`config.mk`:
```
export PLATFORM = sky130hd
export DESIGN_NAME = fir_stream_engine
export DESIGN_NICKNAME = d
export VERILOG_FILES = /design/src/rtl/fir_stream_engine.sv
export SDC_FILE = /design/constraint.sdc
export NUM_CORES = 1
export LEC_CHECK = 0
export CAP_MARGIN = 15
export CORE_ASPECT_RATIO = 1.1
export CORE_MARGIN = 2
export CORE_UTILIZATION = 57
export DETAILED_ROUTE_END_ITERATION = 8
export HOLD_SLACK_MARGIN = 0.05
export PLACE_DENSITY_LB_ADDON = 0.3
export SYNTH_ARGS = -nofsm -noshare
export SYNTH_HDL_FRONTEND = slang
export SYNTH_SLANG_ARGS = --single-unit
```
`constraint.sdc`:
```
create_clock -name clk -period 3.9 [get_ports clk]
set_input_delay 0.39 -clock clk [delete_from_list [all_inputs] [get_ports clk]]
set_output_delay 0.39 -clock clk [all_outputs]
set_load 0.02 [all_outputs]
```
`src/rtl/fir_stream_engine.sv`:
```
// fir_stream_engine: block-based N-tap FIR over a shared dual-port sample memory.
// Samples are read through port A, filtered with programmable coefficients and
// written back rounded and saturated through port B at one sample per clock.
module fir_stream_engine #(
  parameter  int NUM_TAPS = 5,
  parameter  int DATA_W   = 8,
  parameter  int COEF_W   = 8,
  parameter  int ADDR_W   = 10,
  parameter  int SHIFT    = 0,
  localparam int IDX_W    = $clog2(NUM_TAPS),
  localparam int ACC_W    = DATA_W + COEF_W + $clog2(NUM_TAPS)
) (
  input  logic              clk,
  input  logic              rst_n,
  input  logic              start,
  input  logic              zero_init,
  input  logic [ADDR_W-1:0] input_addr,
  input  logic [ADDR_W-1:0] output_addr,
  input  logic [ADDR_W-1:0] sample_count,
  input  logic              coef_we,
  input  logic [IDX_W-1:0]  coef_idx,
  input  logic [COEF_W-1:0] coef_data,
  output logic [ADDR_W-1:0] mem_addr_a,
  input  logic [DATA_W-1:0] mem_data_out_a,
  output logic [ADDR_W-1:0] mem_addr_b,
  output logic [DATA_W-1:0] mem_data_in_b,
  output logic              mem_we_b,
  output logic              busy,
  output logic              done,
  output logic [31:0]       cycle_count
);

  localparam int PROD_W  = DATA_W + COEF_W;
  localparam int RND_POS = (SHIFT > 0) ? SHIFT - 1 : 0;
  localparam logic signed [ACC_W-1:0] RND     = (SHIFT > 0) ? (ACC_W'(1) << RND_POS) : '0;
  localparam logic signed [ACC_W-1:0] SAT_MAX = {{(ACC_W-DATA_W+1){1'b0}}, {(DATA_W-1){1'b1}}};
  localparam logic signed [ACC_W-1:0] SAT_MIN = {{(ACC_W-DATA_W+1){1'b1}}, {(DATA_W-1){1'b0}}};

  typedef enum logic [1:0] {S_IDLE, S_RUN, S_DRAIN, S_DONE} state_t;

  state_t              state_q, state_d;
  logic [ADDR_W-1:0]   rem_q, rem_d;
  logic [ADDR_W-1:0]   addr_a_q, addr_a_d;
  logic [ADDR_W-1:0]   wr_ptr_q, wr_ptr_d;
  logic [ADDR_W-1:0]   addr_b_q, addr_b_d;
  logic [1:0]          drain_q, drain_d;
  logic [31:0]         busy_cnt_q, busy_cnt_d;
  logic [31:0]         cyc_q, cyc_d;
  logic                v1_q, v1_d, v2_q, v2_d, v3_q, v3_d;
  logic                we_q, we_d;
  logic [DATA_W-1:0]   dout_q, dout_d;

  logic signed [COEF_W-1:0] coef_q [NUM_TAPS];
  logic signed [COEF_W-1:0] coef_d [NUM_TAPS];
  logic signed [DATA_W-1:0] dl_q   [NUM_TAPS];
  logic signed [DATA_W-1:0] dl_d   [NUM_TAPS];
  logic signed [PROD_W-1:0] prod_q [NUM_TAPS];
  logic signed [PROD_W-1:0] prod_d [NUM_TAPS];

  logic signed [ACC_W-1:0]  acc, acc_rnd, acc_sh;
  logic                     coef_hit;

  assign coef_hit = ({1'b0, coef_idx} < (IDX_W+1)'(NUM_TAPS));

  // Block sequencing, read/write address generation, valid pipeline, coefficient and delay-line updates.
  always_comb begin
    // NOTE: every signal written here gets a default first, otherwise a path that skips it infers a latch.
    state_d    = state_q;
    rem_d      = rem_q;
    addr_a_d   = addr_a_q;
    wr_ptr_d   = wr_ptr_q;
    addr_b_d   = addr_b_q;
    drain_d    = drain_q;
    busy_cnt_d = busy_cnt_q;
    cyc_d      = cyc_q;
    coef_d     = coef_q;
    dl_d       = dl_q;
    v1_d       = (state_q == S_RUN);
    v2_d       = v1_q;
    v3_d       = v2_q;
    we_d       = v3_q;

    // Read data lands one cycle after its address; shift it in as the newest sample.
    if (v1_q) begin
      dl_d[0] = mem_data_out_a;
      for (int k = 1; k < NUM_TAPS; k++) dl_d[k] = dl_q[k-1];
    end

    if (v3_q) begin
      addr_b_d = wr_ptr_q;
      wr_ptr_d = wr_ptr_q + 1'b1;
    end

    unique case (state_q)
      S_IDLE: begin
        if (start) begin
          if (sample_count == '0) begin
            state_d = S_DONE;
            cyc_d   = '0;
          end else begin
            state_d    = S_RUN;
            rem_d      = sample_count;
            addr_a_d   = input_addr;
            wr_ptr_d   = output_addr;
            busy_cnt_d = 32'd1;
            if (zero_init) begin
              for (int k = 0; k < NUM_TAPS; k++) dl_d[k] = '0;
            end
          end
        end else if (coef_we && coef_hit) begin
          coef_d[coef_idx] = coef_data;
        end
      end
      S_RUN: begin
        busy_cnt_d = busy_cnt_q + 32'd1;
        if (rem_q == ADDR_W'(1)) begin
          state_d = S_DRAIN;
          drain_d = '0;
        end else begin
          addr_a_d = addr_a_q + 1'b1;
          rem_d    = rem_q - 1'b1;
        end
      end
      S_DRAIN: begin
        busy_cnt_d = busy_cnt_q + 32'd1;
        drain_d    = drain_q + 2'd1;
        if (drain_q == 2'd3) begin
          state_d = S_DONE;
          cyc_d   = busy_cnt_q;
        end
      end
      S_DONE:  state_d = S_IDLE;
      default: state_d = S_IDLE;
    endcase
  end

  // Products, accumulation, round-half-up, arithmetic shift and saturation.
  always_comb begin
    for (int k = 0; k < NUM_TAPS; k++) begin
      prod_d[k] = PROD_W'(coef_q[k]) * PROD_W'(dl_q[k]);
    end
    acc = '0;
    for (int k = 0; k < NUM_TAPS; k++) acc = acc + ACC_W'(prod_q[k]);
    acc_rnd = acc + RND;
    acc_sh  = acc_rnd >>> SHIFT;
    dout_d  = dout_q;
    if (v3_q) begin
      if (acc_sh > SAT_MAX)      dout_d = SAT_MAX[DATA_W-1:0];
      else if (acc_sh < SAT_MIN) dout_d = SAT_MIN[DATA_W-1:0];
      else                       dout_d = acc_sh[DATA_W-1:0];
    end
  end

  // Control and output registers.
  always_ff @(posedge clk or negedge rst_n) begin
    if (!rst_n) begin
      state_q    <= S_IDLE;
      rem_q      <= '0;
      addr_a_q   <= '0;
      wr_ptr_q   <= '0;
      addr_b_q   <= '0;
      drain_q    <= '0;
      busy_cnt_q <= '0;
      cyc_q      <= '0;
      v1_q       <= 1'b0;
      v2_q       <= 1'b0;
      v3_q       <= 1'b0;
      we_q       <= 1'b0;
      dout_q     <= '0;
    end else begin
      // NOTE: sequential state uses non-blocking assignments so every flop samples pre-edge values.
      state_q    <= state_d;
      rem_q      <= rem_d;
      addr_a_q   <= addr_a_d;
      wr_ptr_q   <= wr_ptr_d;
      addr_b_q   <= addr_b_d;
      drain_q    <= drain_d;
      busy_cnt_q <= busy_cnt_d;
      cyc_q      <= cyc_d;
      v1_q       <= v1_d;
      v2_q       <= v2_d;
      v3_q       <= v3_d;
      we_q       <= we_d;
      dout_q     <= dout_d;
    end
  end

  // Coefficient bank, delay line and product registers.
  always_ff @(posedge clk or negedge rst_n) begin
    if (!rst_n) begin
      // NOTE: these small register arrays are reset on purpose: a reset must leave zero coefficients and zero history.
      for (int k = 0; k < NUM_TAPS; k++) begin
        coef_q[k] <= '0;
        dl_q[k]   <= '0;
        prod_q[k] <= '0;
      end
    end else begin
      coef_q <= coef_d;
      dl_q   <= dl_d;
      prod_q <= prod_d;
    end
  end

  assign mem_addr_a    = addr_a_q;
  assign mem_addr_b    = addr_b_q;
  assign mem_data_in_b = dout_q;
  assign mem_we_b      = we_q;
  assign busy          = (state_q == S_RUN) || (state_q == S_DRAIN);
  assign done          = (state_q == S_DONE);
  assign cycle_count   = cyc_q;

endmodule

```
; Word level (Yosys, flattened, before mapping)
; Index checks and enable logic that the tools add are counted.
[totals]
regBits = 280
output_inout_bits = 63
elab_cells = 112
[op_classes]
addsub = 9
multipliers = 5
magnitude_cmp = 5
n_eq_ne = 11
n_mux = 36
bitwise_logic = 2
n_reduce_logical = 16
[ops]
columns = operator, n
row1 = 40-bit 2-to-1 mux, 5
row2 = 32-bit 2-to-1 mux, 5
row3 = 32-bit one-hot mux with 2 select lines, 2
row4 = 10-bit 2-to-1 mux, 10
row5 = 8-bit by 8-bit multiplier with 16-bit output, 5
row6 = 40-bit bitwise mux, 1
row7 = 10-bit one-hot mux with 2 select lines, 2
row8 = "32-bit by 1-bit adder with 32-bit output, second input constant", 1
row9 = 8-bit demux with 3-bit select, 1
row10 = 8-bit 2-to-1 mux, 3
row11 = "10-bit by 1-bit adder with 10-bit output, second input constant", 2
row12 = 18-bit by 16-bit adder with 19-bit output, 1
row13 = 19-bit by 16-bit adder with 19-bit output, 1
row14 = "19-bit by 8-bit greater-than comparator with 1-bit output, second input constant", 1
row15 = "19-bit by 8-bit less-than comparator with 1-bit output, second input constant", 1
row16 = 17-bit by 16-bit adder with 18-bit output, 1
row17 = 16-bit by 16-bit adder with 17-bit output, 1
row18 = "10-bit by 1-bit == test with 1-bit output, second input constant", 1
row19 = 10-bit logical NOT, 1
row20 = 2-bit 2-to-1 mux, 5
row21 = "2-bit inequality test, second input constant", 5
row22 = "10-bit by 1-bit subtractor with 10-bit output, second input constant", 1
row23 = 3-bit AND reduction, 3
row24 = 2-bit one-hot mux with 4 select lines, 1
row25 = 17 further kinds, 24

; Depth between registers and ports, before layout
; Gate-level depths: netlist of run 1.
[logic_depth]
ltp_word = 7
mapped_depth = 19

; Worst setup path after synthesis of run 1
; OpenSTA, ideal clock, no wires.
[synth_timing]
path_kind = register -> register
start = reg dl_q[25] (netlist bit)
end = reg prod_q[62] (netlist bit)
arrival_time_ps = 4172
required_time_ps = 3749
slack_ps = -423
path_stages_with_launch = 18
path_buffers = 0
cell_sequence = dfrtp_1 -> and2_1 -> fa_1 -> inv_1 -> fa_1 -> inv_1 -> fa_1 -> inv_1 -> fa_1 -> inv_1 -> ha_1 -> o21ai_0 -> a21boi_0 -> o21ai_0 -> a21o_1 -> a21boi_0 -> o21a_1 -> o311ai_0
[synth_rtl]
columns = element, line_no
row1 = from (decl), 55  ; logic signed [DATA_W-1:0] dl_q [NUM_TAPS];
row2 = from (signal assigned), 199  ; dl_q <= dl_d;
row3 = to (signal assigned), 200  ; prod_q <= prod_d;
row4 = to (decl), 57  ; logic signed [PROD_W-1:0] prod_q [NUM_TAPS];

; Worst setup path after layout of run 1
[layout_timing]
start = reg prod_q[2] (netlist bit)
end = reg dout_q[6] (netlist: mem_data_in_b[6])
[layout_via]
elab_chain_cells = 4
word_cells_on_any_way = 5
[layout_lines]
columns = element, line_no
row1 = 19-bit by 16-bit adder with 19-bit output (*), 143  ; for (int k = 0; k < NUM_TAPS; k++) acc = acc + ACC_W'(prod_q[k]);
row2 = 19-bit by 8-bit less-than comparator with 1-bit output, 149  ; else if (acc_sh < SAT_MIN) dout_d = SAT_MIN[DATA_W-1:0];
row3 = 8-bit 2-to-1 mux, 149
row4 = 8-bit 2-to-1 mux (*), 148  ; if (acc_sh > SAT_MAX) dout_d = SAT_MAX[DATA_W-1:0];
row5 = to (signal assigned), 184  ; dout_q <= dout_d;
row6 = to (decl), 51  ; logic [DATA_W-1:0] dout_q, dout_d;
; Every way passes the cells marked *; elsewhere a longest branch is shown, timed or not.
; A chain may end at the register's enable or synchronous reset.

==> results.json, run 1 <==
{
  "h-tree-depth": 1,
  "required_ns": 4.36,
  "die_w_um": 203.8,
  "n_antenna_cell": 0,
  "synth_top_family_by_area": "adder cells",
  "clockBufferDepth": 3,
  "holdWs_ns": 0.3529,
  "synth_nets": 3017,
  "row_count": 80,
  "reg2reg_depth": 14,
  "drive_above_1_share_pct": 26.92,
  "whs_path_depth": 0,
  "vias_per_cell": 5.456,
  "crit_arrival_ns": 4.81,
  "ys_seq_area_share_pct": 28.00,
  "ant_nets": 0,
  "drv_slew": 0,
  "final.min_clock_period_ns": 4.353,
  "wl_um": 65580,
  "wl_per_cell_um": 18.75,
  "met2WireLength_um": 33870,
  "relSlewSlack_pct": 23.28,
  "dr.max_layer_used": "met5",
  "cp_max_fo": 7,
  "r2r_slack_ns": -0.45,
  "area_growth_pct": 27.29,
  "fin_area_mm2": 0.03186,
  "utilization_pct": 73.50,
  "cp-start-kind": "flip-flop",
  "pre_cts_ws_ns": -0.5663,
  "synth_area_leaders": "dfrtp_1 (28%), fa_1 (26%), ha_1 (8.7%), inv_1 (7.3%), and2_1 (4.9%)",
  "fin_crit_sh_pct": 111.6,
  "routabilityCongestion": 0.9393,
  "first_pass_iters": 5,
  "netlist_top_cells_count": "inv_1 (487), fa_1 (325), dfrtp_1 (280)",
  "status": "finished, violations left",
  "cts_sinks": 280,
  "path_clk_slew_ns": 0.07,
  "min-delay-path-class": "flip-flop to flip-flop",
  "cts_made_buffers": 31,
  "yosysUniqueCellTypes": 69,
  "hp-start": "v2_q",
  "hold_violations": 0,
  "placed_cell_area_mm2": 0.02913,
  "finalWorstSetupSlack_ns": -0.4526,
  "wl_met3_um": 3475,
  "io_pins": 117,
  "syn_area_mm2": 0.02503,
  "fmax_mhz": 229.7,
  "worstMarginPinSlew_ns": 1.151,
  "setup_viol": 34,
  "rsz0062_at_grt": "true",
  "drv_cap": 0,
  "ys_async_sr_fraction_pct": 100.0,
  "synth_compound_area_share_pct": 7.819,
  "reg2reg_from": "prod_q[2]",
  "dr.first_iter.drc_count": 1160,
  "r2r_end": "mem_data_in_b[6]",
  "synthAdderAreaFrac_pct": 34.70,
  "skew_ns": 0.02089,
  "synth-xor-area-share_pct": 3.775,
  "gr-total-overflow": 0,
  "wl_met1_um": 25610,
  "chipHeight_um": 223.8,
  "synth_area_leader_cell": "dfrtp_1",
  "violations": "negative setup slack",
  "gr-usage-all-layers_pct": 29.61,
  "cts_tree": "done",
  "yosysWarnings": 0,
  "synth_edf_count": 0,
  "yosysMostFrequentCell": "inv_1",
  "placement.io_buffers": 116,
  "synthCells": 2464,
  "num_vias": 19080,
  "drcViolationCount": 0,
  "min_to": "v3_q",
  "hpwl_um": 48340,
  "dieArea_mm2": 0.04560,
  "netlist.area_leader.share_pct": 28.00,
  "antenna_found_initial": 4,
  "grt_pass1_vias": 21199,
  "synthMuxAreaShare_pct": 4.295,
  "end_kind": "flip-flop",
  "criticalPathCategory": "flip-flop to flip-flop",
  "fillCellCount": 2821,
  "synth-simple-area-share_pct": 13.26,
  "grt_pass1_wl_um": 106900,
  "ys_ff_latch": 280,
  "clock_latency_ns": 0.61,
  "nets": 3453,
  "grt_start_max_net_pins": 127,
  "synthFlopType": "dfrtp_1",
  "post_synth.cell_area_avg_um2": 10.16,
  "start_util_pct": 57.74,
  "core_mm2": 0.04334,
  "cts-root-buf": "clkbuf_16"
}
[logic make-up (layout without fill, tap and decap cells)]
logic type / Yosys count / count (layout)
XOR/XNOR: 107 / 107
flip-flops: 280 / 280
adder cells (fa/ha/maj): 499 / 499
buffers and inverters: 541 / 1000
AO/OA/AOI/OAI: 290 / 290
multiplexers: 101 / 101
AND/OR/NAND/NOR: 646 / 646
[routing by layer]
| layer | vias to the layer above | GRT usage (%) |
|---|---|---|
| met2 | 500 | 52.05 |
| met1 | 9731 | 36.49 |
| met3 | 181 | 5.063 |
| met5 | - | 0 |
| li1 | 8658 | - |
| met4 | 10 | 11.14 |
[sequential cells by signal, indices dropped and copies added, names as in the netlist]
name	count
state_q	2
dl_q	40
rem_q	10
cycle_count	32
prod_q	80
mem_addr_a	10
mem_addr_b	10
mem_we_b	1
mem_data_in_b	8
v1_q	1
busy_cnt_q	32
v3_q	1
v2_q	1
wr_ptr_q	10
coef_q	40
drain_q	2
[timing repair]
item | 4_1_cts | 5_1_grt
gates resized for setup | 199 | 119
buffers inserted | 62 | 22
endpoints found under the setup margin | 38 | 44
hold buffers | 1 | 0
pin swaps | 154 | 91
endpoints found under the hold margin | 121 | 0
[placed cells by master (no fill, tap or decap), drive strengths merged, types with 16 or more instances in the layout]
master | synthesis | layout
mux2 | 51 | 51
clkbuf | 45 | 39
dfrtp | 280 | 280
a22o | 39 | 39
ha | 174 | 174
fa | 325 | 325
buf | 8 | 340
nor3 | 32 | 32
nand2b | 36 | 36
xor2 | 30 | 30
a21oi | 57 | 57
o21ai | 83 | 83
nand3 | 31 | 31
mux2i | 50 | 50
nor2 | 131 | 131
xnor2 | 77 | 77
nand2 | 149 | 149
clkdlybuf4s50 | 0 | 115
a21o | 16 | 16
inv | 488 | 491
and2 | 197 | 197
[worst max-delay path by stage]
stage	startpoint	end	depth (start not counted)
after detailed placement	dl_q[20]	prod_q[47]	16
after global placement	dl_q[20]	prod_q[47]	16
after global routing	prod_q[17]	mem_data_in_b[1]	16
final	prod_q[2]	mem_data_in_b[6]	14
after floorplan	prod_q[33]	mem_data_in_b[6]	15
after CTS	prod_q[2]	mem_data_in_b[6]	14
[area by class of cell]
class                           count  area, um2  share of cell area (%)
Clock inverter                     17      226.5                  0.7109
Tap cell                          574      718.2                   2.254
Sequential cell                   280       7067                   22.18
Inverter                          488       1832                   5.750
Timing Repair Buffer              456       3871                   12.15
Multi-Input combinational cell   1643      17300                   54.29
Clock buffer                       39      845.8                   2.655
[metrics by stage]
stage	TNS [ns]	cells
after floorplan	-1.155	2464
after global placement	-7.458	3373
after detailed placement	-10.47	3373
after CTS	-6.793	3486
after global routing	-13.55	3497
final	-8.731	3497
[critical path, cell delays in order, from the launching register on]
cell and delay [ns]:
dfrtp_1 0.35, inv_2 0.04, fa_1 0.55, inv_2 0.04, fa_1 0.51, fa_2 0.65, ha_4 0.23, a211o_1 0.30
a211oi_2 0.25, o211ai_1 0.21, or3_4 0.39, a21oi_2 0.14, nand4b_1 0.16, o21ai_4 0.27, o22ai_1 0.12
Power of run 1 is not shown: default switching activity piles up to over one toggle a cycle in this logic, so the estimate is an artifact.
==> run 2: changes to the inputs <==
- CORE_UTILIZATION: 57 -> 60
- clock period: 3.9 -> 4.55 ns (I/O delays scaled with it)
==> run 2 against run 1 <==
Net effect: the run now ends clean; via count is 6.5% lower; final cell count is 7.4% lower; sequential cell count stayed put; hold slack worse by 0.0011 ns; final area is 9.8% lower; sequential share of layout area is 2.3 points higher; clock-buffer cell count is 6 higher; die area is 4.9% lower; worst setup slack better by 0.55 ns; critical path depth is 2 higher; core utilization is 3.7 points lower; critical endpoint is now prod_q[14]; largest cell class unchanged.
==> results.json, run 2 (same netlist as run 1, synthesis figures left out) <==
{
  "gr-usage-all-layers_pct": 27.71,
  "required_ns": 5.00,
  "row_count": 78,
  "worstMarginPinSlew_ns": 1.071,
  "final_cell_mix": "inv_1 (486), fa_1 (320), dfrtp_1 (255)",
  "r2r_slack_ns": 0.1,
  "drv_cap": 0,
  "nets": 3210,
  "core_mm2": 0.04118,
  "largest_register_ffs": 80,
  "hold_violations": 0,
  "wl_um": 57800,
  "gr-total-overflow": 0,
  "grt_pass1_vias": 18897,
  "crit_slowest_cell": "fa_1",
  "end_kind": "flip-flop",
  "clockBufferDepth": 3,
  "cp.depth": 16,
  "dr.first_iter.drc_count": 1074,
  "antenna_found_initial": 2,
  "start_util_pct": 60.77,
  "drive_above_1_share_pct": 10.79,
  "top_regs": "prod_q x80, coef_q x40, dl_q x40",
  "vias_per_cell": 5.509,
  "crit_end": "prod_q[14]",
  "cts-root-buf": "clkbuf_16",
  "rsz0062_at_grt": "true",
  "chipHeight_um": 218.2,
  "utilization_pct": 69.80,
  "crit_top_cell": "fa_1",
  "setup_viol": 0,
  "r2r_end": "prod_q[14]",
  "worst-path-buf-inv": 2,
  "cts_tree": "done",
  "cts_made_buffers": 30,
  "num_vias": 17845,
  "pre_cts_ws_ns": -0.1132,
  "crit_arrival_ns": 4.90,
  "cp-start-kind": "flip-flop",
  "io_pins": 117,
  "clock_latency_ns": 0.57,
  "criticalPathCategory": "flip-flop to flip-flop",
  "startpoint": "coef_q[2]",
  "grt_start_max_net_pins": 110,
  "status": "finished, final reports clean",
  "placed_cell_area_mm2": 0.02727,
  "final.min_clock_period_ns": 4.451,
  "die_w_um": 198.7,
  "reg2reg_depth": 16,
  "cts_sinks": 280,
  "placement.io_buffers": 116,
  "regMostFlops": "prod_q",
  "reg2reg_from": "coef_q[2]",
  "first_pass_iters": 5,
  "worstPathCellList": "and2_1 -> fa_1 -> inv_1 -> fa_1 -> fa_1 -> fa_1 -> inv_1 -> ha_1 -> nor2b_1 -> o21ai_1 -> a21boi_1 -> o21ai_2 -> a21oi_1 -> o21a_1 -> o21a_1 -> o311ai_0",
  "min-delay-path-class": "flip-flop to flip-flop",
  "grt_pass1_wl_um": 95350,
  "critPathTopFamily": "adder cells",
  "h-tree-depth": 1,
  "path_clk_slew_ns": 0.06,
  "fin_area_mm2": 0.02875,
  "routabilityCongestion": 0.9010,
  "skew_ns": 0.01683,
  "fin_crit_sh_pct": 97.83,
  "fmax_mhz": 224.7,
  "dieArea_mm2": 0.04336,
  "cp_max_fo": 7,
  "finalWorstSetupSlack_ns": 0.09868,
  "drcViolationCount": 0,
  "relSlewSlack_pct": 28.42,
  "wl_per_cell_um": 17.84,
  "ant_nets": 0,
  "area_growth_pct": 14.86,
  "final_common_cell": "inv_1",
  "critical_path.max_stage_delay_ns": 0.55,
  "drv_slew": 0,
  "hpwl_um": 44840
}
[run 2: changes by cell type in the layout (fill, tap and decap cells not counted), moves of 23 or more]
cell / delta
dfrtp_1: +23
buf_6: -30
buf_4: -210
and2_1: +42
inv_2: -54
dfrtp_2: -23
and2_4: -42
ha_4: -40
ha_1: +49
inv_1: +54
[run 2: layout make-up]
class                           count  area [um2]
Multi-Input combinational cell   1643       16260
Fill cell                        3011       12440
Sequential cell                   280        7038
Timing Repair Buffer              214        1917
Inverter                          488        1832
Clock buffer                       45       898.4
Tap cell                          560       700.7
Clock inverter                      8       100.1
Antenna cell                        1       2.502
[run 2: how the worst min path moves through the flow]
stage,from,endpoint,cells past startpoint
after floorplan,rst_n,busy_cnt_q[0],0
after global placement,v2_q,v3_q,0
after detailed placement,v2_q,v3_q,0
after CTS,v2_q,v3_q,0
after global routing,v2_q,v3_q,0
final,v2_q,v3_q,0
[run 2: worst reg2reg max path, stage by stage, from the launching register on]
cell and delay, ns:
dfrtp_2 0.44, and2_1 0.19, fa_1 0.39, inv_1 0.09
fa_1 0.40, fa_1 0.47, fa_1 0.55, inv_1 0.04
ha_1 0.29, nor2b_1 0.14, o21ai_1 0.18, a21boi_1 0.14
o21ai_2 0.22, a21oi_1 0.10, o21a_1 0.21, o21a_1 0.19
o311ai_0 0.30
[run 2: metal layers]
metal	vias to the layer above	track usage (%)	wire, um	part of all wire (%)
met2	481	47.45	28910	50
li1	8179	-	-	-
met3	107	3.812	3289	5.7
met4	2	7.438	1442	2.5
met5	-	0	13	0.022
met1	9076	37.25	24140	42
[run 2: per-stage QoR]
stage	hold slack, ns	TNS, ns	instances
after detailed placement	0.3387	-0.6106	3163
after floorplan	0.1594	0	2464
final	0.3518	0	3239
after global placement	0.3322	0	3163
after global routing	0.3561	-0.5823	3239
after CTS	0.3530	-0.01369	3219
[run 2: timing repair]
action / 4_1_cts / 5_1_grt
pin swaps: 2 / 34
resized for setup: 16 / 87
hold buffers: 1 / 0
endpoints found under the hold margin: 105 / 0
buffers inserted: 2 / 19
endpoints found under the setup margin: 15 / 28
Power of run 2 is left out for the same reason.
